**config.mk**
```make
export PLATFORM = sky130hd
export DESIGN_NAME = divider_ctrl_flat
export DESIGN_NICKNAME = d
export VERILOG_FILES = /design/src/rtl/divider_ctrl_if.sv /design/src/rtl/divider_ctrl.sv /design/src/flat_wrapper.sv
export SDC_FILE = /design/constraint.sdc
export NUM_CORES = 1
export LEC_CHECK = 0
export ABC_AREA = 1
export BUFFER_PORTS_ARGS = -buffer_cell sky130_fd_sc_hd__buf_2
export CORE_AREA = 2 2 226 228
export DETAILED_ROUTE_END_ITERATION = 7
export DIE_AREA = 0 0 228 230
export GPL_TIMING_DRIVEN = 1
export PLACE_DENSITY = 0.51
export SETUP_SLACK_MARGIN = 0.05
export SYNTH_ARGS = -nofsm -noshare
export SYNTH_HDL_FRONTEND = slang
export SYNTH_SLANG_ARGS = --single-unit
```
**constraint.sdc**
```tcl
create_clock -name clk -period 3.9 [get_ports clk]
set_input_delay 0.78 -clock clk [delete_from_list [all_inputs] [get_ports clk]]
set_output_delay 0.78 -clock clk [all_outputs]
set_load 0.03 [all_outputs]
```
**src/rtl/divider_ctrl_if.sv**
```systemverilog
// Request/response bundle for the iterative divider.
// The master drives requests; the divider sits on the slave side.
interface divider_ctrl_if #(parameter int WIDTH = 32);
  logic             start;
  logic             op_div;
  logic             op_divu;
  logic             op_rem;
  logic             op_remu;
  logic [WIDTH-1:0] dividend;
  logic [WIDTH-1:0] divisor;
  logic             flush;
  logic             ready;
  logic             busy;
  logic             result_valid;
  logic [WIDTH-1:0] result;

  modport master (
    output start, op_div, op_divu, op_rem, op_remu, dividend, divisor, flush,
    input  ready, busy, result_valid, result
  );

  modport slave (
    input  start, op_div, op_divu, op_rem, op_remu, dividend, divisor, flush,
    output ready, busy, result_valid, result
  );
endinterface

```
**src/rtl/divider_ctrl.sv**
```systemverilog
// Radix-2 restoring divider, one quotient bit per cycle (DIV/DIVU/REM/REMU).
// Optional DIVIDER_CTRL_EARLY_OUT_EN: divide-by-zero and signed overflow skip CALC.
module divider_ctrl #(
  parameter int WIDTH = 32
) (
  input  logic          clk,
  input  logic          rst,
  divider_ctrl_if.slave bus
);
  localparam int CNT_W = (WIDTH > 1) ? $clog2(WIDTH) : 1;
  localparam logic [CNT_W-1:0] LAST_STEP = CNT_W'(WIDTH - 1);
  localparam logic [WIDTH-1:0] MIN_NEG   = {1'b1, {(WIDTH-1){1'b0}}};

  typedef enum logic [1:0] {IDLE, CALC, DONE} state_e;
  typedef enum logic [1:0] {OP_DIV, OP_DIVU, OP_REM, OP_REMU} op_e;

  state_e           state, state_nxt;
  op_e              op_q, op_sel;
  logic             op_any, accept, early;
  logic [WIDTH-1:0] a_q, b_q, bmag, quo, rem, quo_nxt, rem_nxt, result_q;
  logic [WIDTH:0]   r_sh, diff;
  logic [CNT_W-1:0] step;

  function automatic logic is_signed(input op_e op);
    return (op == OP_DIV) || (op == OP_REM);
  endfunction

  function automatic logic [WIDTH-1:0] mag(input op_e op, input logic [WIDTH-1:0] x);
    return (is_signed(op) && x[WIDTH-1]) ? -x : x;
  endfunction

  // Sign fix-up plus the two corner cases, applied to the raw magnitudes.
  function automatic logic [WIDTH-1:0] finish(input op_e op, input logic [WIDTH-1:0] a,
                                              input logic [WIDTH-1:0] b,
                                              input logic [WIDTH-1:0] q,
                                              input logic [WIDTH-1:0] r);
    logic rem_op;
    rem_op = (op == OP_REM) || (op == OP_REMU);
    if (b == '0)
      return rem_op ? a : '1;
    if (is_signed(op) && a == MIN_NEG && b == '1)
      return rem_op ? '0 : a;
    if (rem_op)
      return (is_signed(op) && a[WIDTH-1]) ? -r : r;
    return (is_signed(op) && (a[WIDTH-1] ^ b[WIDTH-1])) ? -q : q;
  endfunction

  always_comb begin
    op_sel = OP_DIV;
    op_any = 1'b1;
    if      (bus.op_div)  op_sel = OP_DIV;
    else if (bus.op_divu) op_sel = OP_DIVU;
    else if (bus.op_rem)  op_sel = OP_REM;
    else if (bus.op_remu) op_sel = OP_REMU;
    else                  op_any = 1'b0;
  end

  assign accept = bus.start && (state == IDLE) && !bus.flush && op_any;

`ifdef DIVIDER_CTRL_EARLY_OUT_EN
  assign early = (bus.divisor == '0) ||
                 (is_signed(op_sel) && bus.dividend == MIN_NEG && bus.divisor == '1);
`else
  assign early = 1'b0;
`endif

  // Partial remainder is always < divisor, so one extra bit catches the borrow.
  always_comb begin
    r_sh = {rem, quo[WIDTH-1]};
    diff = r_sh - {1'b0, bmag};
    if (!diff[WIDTH]) begin
      rem_nxt = diff[WIDTH-1:0];
      quo_nxt = (quo << 1) | WIDTH'(1);
    end else begin
      rem_nxt = r_sh[WIDTH-1:0];
      quo_nxt = quo << 1;
    end
  end

  always_comb begin
    state_nxt = state;
    if (bus.flush) state_nxt = IDLE;
    else begin
      case (state)
        IDLE:    if (accept) state_nxt = early ? DONE : CALC;
        CALC:    if (step == LAST_STEP) state_nxt = DONE;
        DONE:    state_nxt = IDLE;
        default: state_nxt = IDLE;
      endcase
    end
  end

  always_ff @(posedge clk) begin
    if (rst) begin
      state    <= IDLE;
      step     <= '0;
      result_q <= '0;
      op_q     <= OP_DIV;
      a_q      <= '0;
      b_q      <= '0;
      bmag     <= '0;
      quo      <= '0;
      rem      <= '0;
    end else begin
      state <= state_nxt;
      if (accept) begin
        op_q <= op_sel;
        a_q  <= bus.dividend;
        b_q  <= bus.divisor;
        quo  <= mag(op_sel, bus.dividend);
        bmag <= mag(op_sel, bus.divisor);
        rem  <= '0;
        step <= '0;
        if (early)
          result_q <= finish(op_sel, bus.dividend, bus.divisor, {WIDTH{1'b0}}, {WIDTH{1'b0}});
      end else if (state == CALC && !bus.flush) begin
        quo  <= quo_nxt;
        rem  <= rem_nxt;
        step <= step + 1'b1;
        if (step == LAST_STEP)
          result_q <= finish(op_q, a_q, b_q, quo_nxt, rem_nxt);
      end
    end
  end

  assign bus.ready        = (state == IDLE);
  assign bus.busy         = (state != IDLE);
  assign bus.result_valid = (state == DONE);
  assign bus.result       = result_q;
endmodule

```
**src/flat_wrapper.sv**
```systemverilog
// flat-port wrapper written by rule: the top's interface ports become plain ports
module divider_ctrl_flat 
#(
  parameter int WIDTH = 32
)
  (clk, rst, bus_start, bus_op_div, bus_op_divu, bus_op_rem, bus_op_remu, bus_dividend, bus_divisor, bus_flush, bus_ready, bus_busy, bus_result_valid, bus_result);
  divider_ctrl_if #(.WIDTH(WIDTH)) bus_i ();
  input  logic clk;
  input  logic rst;
  input wire logic [$bits(bus_i.start)-1:0] bus_start;
  input wire logic [$bits(bus_i.op_div)-1:0] bus_op_div;
  input wire logic [$bits(bus_i.op_divu)-1:0] bus_op_divu;
  input wire logic [$bits(bus_i.op_rem)-1:0] bus_op_rem;
  input wire logic [$bits(bus_i.op_remu)-1:0] bus_op_remu;
  input wire logic [$bits(bus_i.dividend)-1:0] bus_dividend;
  input wire logic [$bits(bus_i.divisor)-1:0] bus_divisor;
  input wire logic [$bits(bus_i.flush)-1:0] bus_flush;
  output wire logic [$bits(bus_i.ready)-1:0] bus_ready;
  output wire logic [$bits(bus_i.busy)-1:0] bus_busy;
  output wire logic [$bits(bus_i.result_valid)-1:0] bus_result_valid;
  output wire logic [$bits(bus_i.result)-1:0] bus_result;
  assign bus_i.start = bus_start;
  assign bus_i.op_div = bus_op_div;
  assign bus_i.op_divu = bus_op_divu;
  assign bus_i.op_rem = bus_op_rem;
  assign bus_i.op_remu = bus_op_remu;
  assign bus_i.dividend = bus_dividend;
  assign bus_i.divisor = bus_divisor;
  assign bus_i.flush = bus_flush;
  assign bus_ready = bus_i.ready;
  assign bus_busy = bus_i.busy;
  assign bus_result_valid = bus_i.result_valid;
  assign bus_result = bus_i.result;
  divider_ctrl #(.WIDTH(WIDTH)) u_core (.clk(clk), .rst(rst), .bus(bus_i));
endmodule
```
==> results.md <==
- Fmax: 0.2690 GHz
- Worst-skew pair later-pin latency: 0.48 ns
- Vias in the first global route: 15830
- Initial antenna violation count: 2
- Maxcap violations: 0
- Chip width: 228 µm
- Final std cell area, no fill: 0.01750 mm²
- Int Power: 0.004091 W
- Setup slack, reg-to-reg: 0.18 ns
- Critical Path Start: u_core.bmag[27]
- Drt first pass iters: 5
- Post-DR wirelength/cell: 18.93 µm
- Outcome: completed
- Row Count: 82
- IO Pins: 107
- Critical Path RT: 4.31 ns
- Layout cells sized above 1: 14.43%
- Cts bufs inserted: 17
- Critical Path Max Stage Delay: 0.36 ns
- Die area: 0.05244 mm²
- Yosys cell types: 58
- Remaining DRCs: 0
- Hold path start: u_core.a_q[12]
- Critical path type: register to register
- Worst IR Drop VDD: 0.3688 mV
- GR Util All Layers: 23.39%
- Dpl cells: 3246
- Arr. time, crit path: 4.13 ns
- Nets: 2717
- Pwr Density: 405.9 mW/mm²
- Syn_nets: 2591
- Hold WS: 0.4666 ns
- Root Buffer: clkbuf_16
- Setup violations, final: 0
- Sw frac: 42.39%
- Netlist Area Pre-Place: 0.01485 mm²
- Die H: 230 µm
- CTS clk-pin slew, worst paths: 0.08 ns
- Comb pwr share: 42.3%
- Final WL: 62300 µm
- Final core occ: 35.09%
- Initial DRC Count: 1697
- Final ANT Viol Nets: 0
- Clock Path Buffers: 2
- CTS H-tree lvls: 4
- Sequential power share: 30.9%
- Ant diodes: 0
- Clock power share: 26.7%
- Hold Violations, Final: 0
- Core Box Area: 0.04986 mm²
- Synth Flop Type: dfxtp_1
- Number of clock sinks: 200
- RSZ-0062 raised after global routing: yes
- Crit start category: register
- Initial core utilization: 29.79%
- Static Leakage: 8.353 nW
- Slew HR: 32.30%
- GR Overflow Total: 0
- Synth async-reset ratio: 0%
- Vias: 16870
- Synthesis Warnings: 0
- Placed instance area: 0.01655 mm²
- Hold buffers post-CTS: 0
- Post-synth EDFFs: 0
- Reg2Reg Launch Point: u_core.bmag[27]
- CP max-delay cell: ha_1
- Largest net degree at the start of global routing: 66
- Fin crit share: 95.32%
- Global-route wire length before repair: 94800 µm
- Worst-Margin Slew: 1.014 ns
- Min cycle time layout: 3.717 ns
- Skew final: 0.01483 ns
- Vias/cell: 5.125
- Hpwl dp: 49430 µm
- TritonCTS clock tree: yes
- Routability cong.: 0.9208
- Crit end category: register
- P_sw: 0.003010 W
- Avg Cell Area, Syn: 5.989 µm²
- Critical-path maximum fanout: 3
- HP Class: register to register
- Synth Instances: 2480
- Sequential-to-total area share from yosys stat: 26.96%
- I/O Buffers: 106
- Final Max Tran Viols: 0
- Synth-to-Final Area Change: 17.81%
- Non-Filler Instances: 3291
- Seq cells post-synth: 200
metrics by stage:
step | worst slack [ns] | power [W] | TNS, ns
2_1_floorplan | 0.08323 | 0.004142 | 0
3_3_place_gp | 0.07587 | 0.005046 | 0
3_5_place_dp | 0.03910 | 0.005037 | 0
4_1_cts | 0.05443 | 0.006933 | 0
5_1_grt | -0.1073 | 0.007552 | -0.2455
6_report | 0.1826 | 0.007102 | 0
synth_stat cells (3+ instances only):
library cell | n | share of area, %
buf_2 | 5 | 0.17
nor2_1 | 204 | 5.2
a21oi_1 | 159 | 5.4
a211oi_1 | 7 | 0.35
a21o_1 | 3 | 0.15
nand3b_1 | 6 | 0.30
inv_2 | 12 | 0.30
nand2_2 | 25 | 1.1
buf_1 | 12 | 0.30
nor3b_1 | 3 | 0.15
dfxtp_1 | 200 | 27
nor4_1 | 31 | 1.3
a41oi_1 | 4 | 0.24
xor2_1 | 12 | 0.71
o22ai_1 | 53 | 2.2
nand4_1 | 37 | 1.6
ha_1 | 38 | 3.2
o21ai_2 | 8 | 0.47
xnor2_1 | 11 | 0.65
o31ai_1 | 9 | 0.45
nor2_2 | 8 | 0.34
or3_1 | 8 | 0.34
clkbuf_1 | 82 | 2.1
nand2_1 | 620 | 16
nand2_4 | 7 | 0.53
buf_6 | 5 | 0.38
a221oi_1 | 4 | 0.24
nand3_1 | 177 | 6.0
o211ai_1 | 15 | 0.76
a21oi_2 | 3 | 0.18
a31oi_1 | 39 | 1.6
clkinv_1 | 5 | 0.13
o21ai_1 | 19 | 0.64
nand3_2 | 4 | 0.27
o21ai_0 | 168 | 5.7
o21bai_1 | 8 | 0.40
inv_1 | 384 | 9.7
nor2_4 | 4 | 0.30
nor3_1 | 48 | 1.6
or2_2 | 11 | 0.46
critical path, delay by kind of cell, from the launching register on:
family | cells | cell delay (ns)
compound gates | 4 | 0.44
fa+ha+maj | 2 | 0.51
buf+inv | 2 | 0.18
flops | 1 | 0.31
simple gates | 19 | 2.19
sequential cells by signal, summed over array words and instances, names as in the netlist:
signal             flops
u_core.rem            32
u_core.state           2
u_core.quo            32
u_core.a_q            32
u_core.op_q            2
u_core.bmag           32
u_core.step            5
u_core.b_q            31
u_core.bus.result     32
per-layer routing:
| layer | vias to the layer above | track usage, % | routed length, µm |
|---|---|---|---|
| li1 | 8383 | - | - |
| met1 | 7913 | 33.11 | 29910 |
| met2 | 522 | 37.91 | 28170 |
| met3 | 47 | 2.765 | 3257 |
| met4 | 0 | 5.310 | 965 |
| met5 | - | 0 | 0 |
cell usage in the layout (no fill, tap or decap), drive strengths merged, types with 3 or more instances in the layout:
cell	n
nor2	216
o21bai	8
o21ai	195
xnor2	11
o31ai	9
or2	13
a221oi	4
clkbuf	21
o211ai	15
clkinv	9
buf	211
a211oi	7
nor3	50
nand3b	6
or3	8
a21oi	164
ha	38
a21o	3
nand2	654
dfxtp	200
nand3	182
xor2	12
a41oi	4
nor4	31
inv	401
nor3b	3
a31oi	39
nand4	37
o22ai	53
final timing paths:
check	to	cells past startpoint
setup / recovery	u_core.bus.result[28]	27
setup reg to reg	u_core.bus.result[28]	27
hold / removal	u_core.a_q[12]	2
hold reg to reg	u_core.a_q[12]	2
power by group through the flow:
stage | Sequential [W] | Clock, W | Combinational [W]
3_3_place_gp | 0.00224 | 0 | 0.00281
4_1_cts | 0.00219 | 0.00193 | 0.00281
2_1_floorplan | 0.00221 | 0 | 0.00193
3_5_place_dp | 0.00224 | 0 | 0.00280
5_1_grt | 0.00221 | 0.00200 | 0.00334
6_report | 0.00220 | 0.00190 | 0.00301
timing repair:
item                                    CTS  global route
endpoints found under the setup margin    5            21
setup buffers                             0            11
resized for setup                         2            51
pin swaps                                 2            29
gates cloned                              0             2
layout make-up:
type                            instances  area [µm²]
Fill cell                            5648       32360
Multi-Input combinational cell       1774        9176
Sequential cell                       200        4008
Inverter                              401        1505
Timing Repair Buffer                  212        1380
Tap cell                              672       840.8
Clock buffer                           20       446.7
Clock inverter                         12       141.4
kinds of logic (layout without fill, tap and decap cells):
family | count (synthesis) | in the layout | synth area share, %
XOR/XNOR | 23 | 23 | 1.356
AND/OR/NAND/NOR | 1201 | 1202 | 35.58
adder cells (fa/ha/maj) | 39 | 39 | 3.336
buffers and inverters | 507 | 645 | 13.24
AO/OA/AOI/OAI | 510 | 510 | 19.53
flip-flops | 200 | 200 | 26.96
Power figures use the tool's default switching activity.
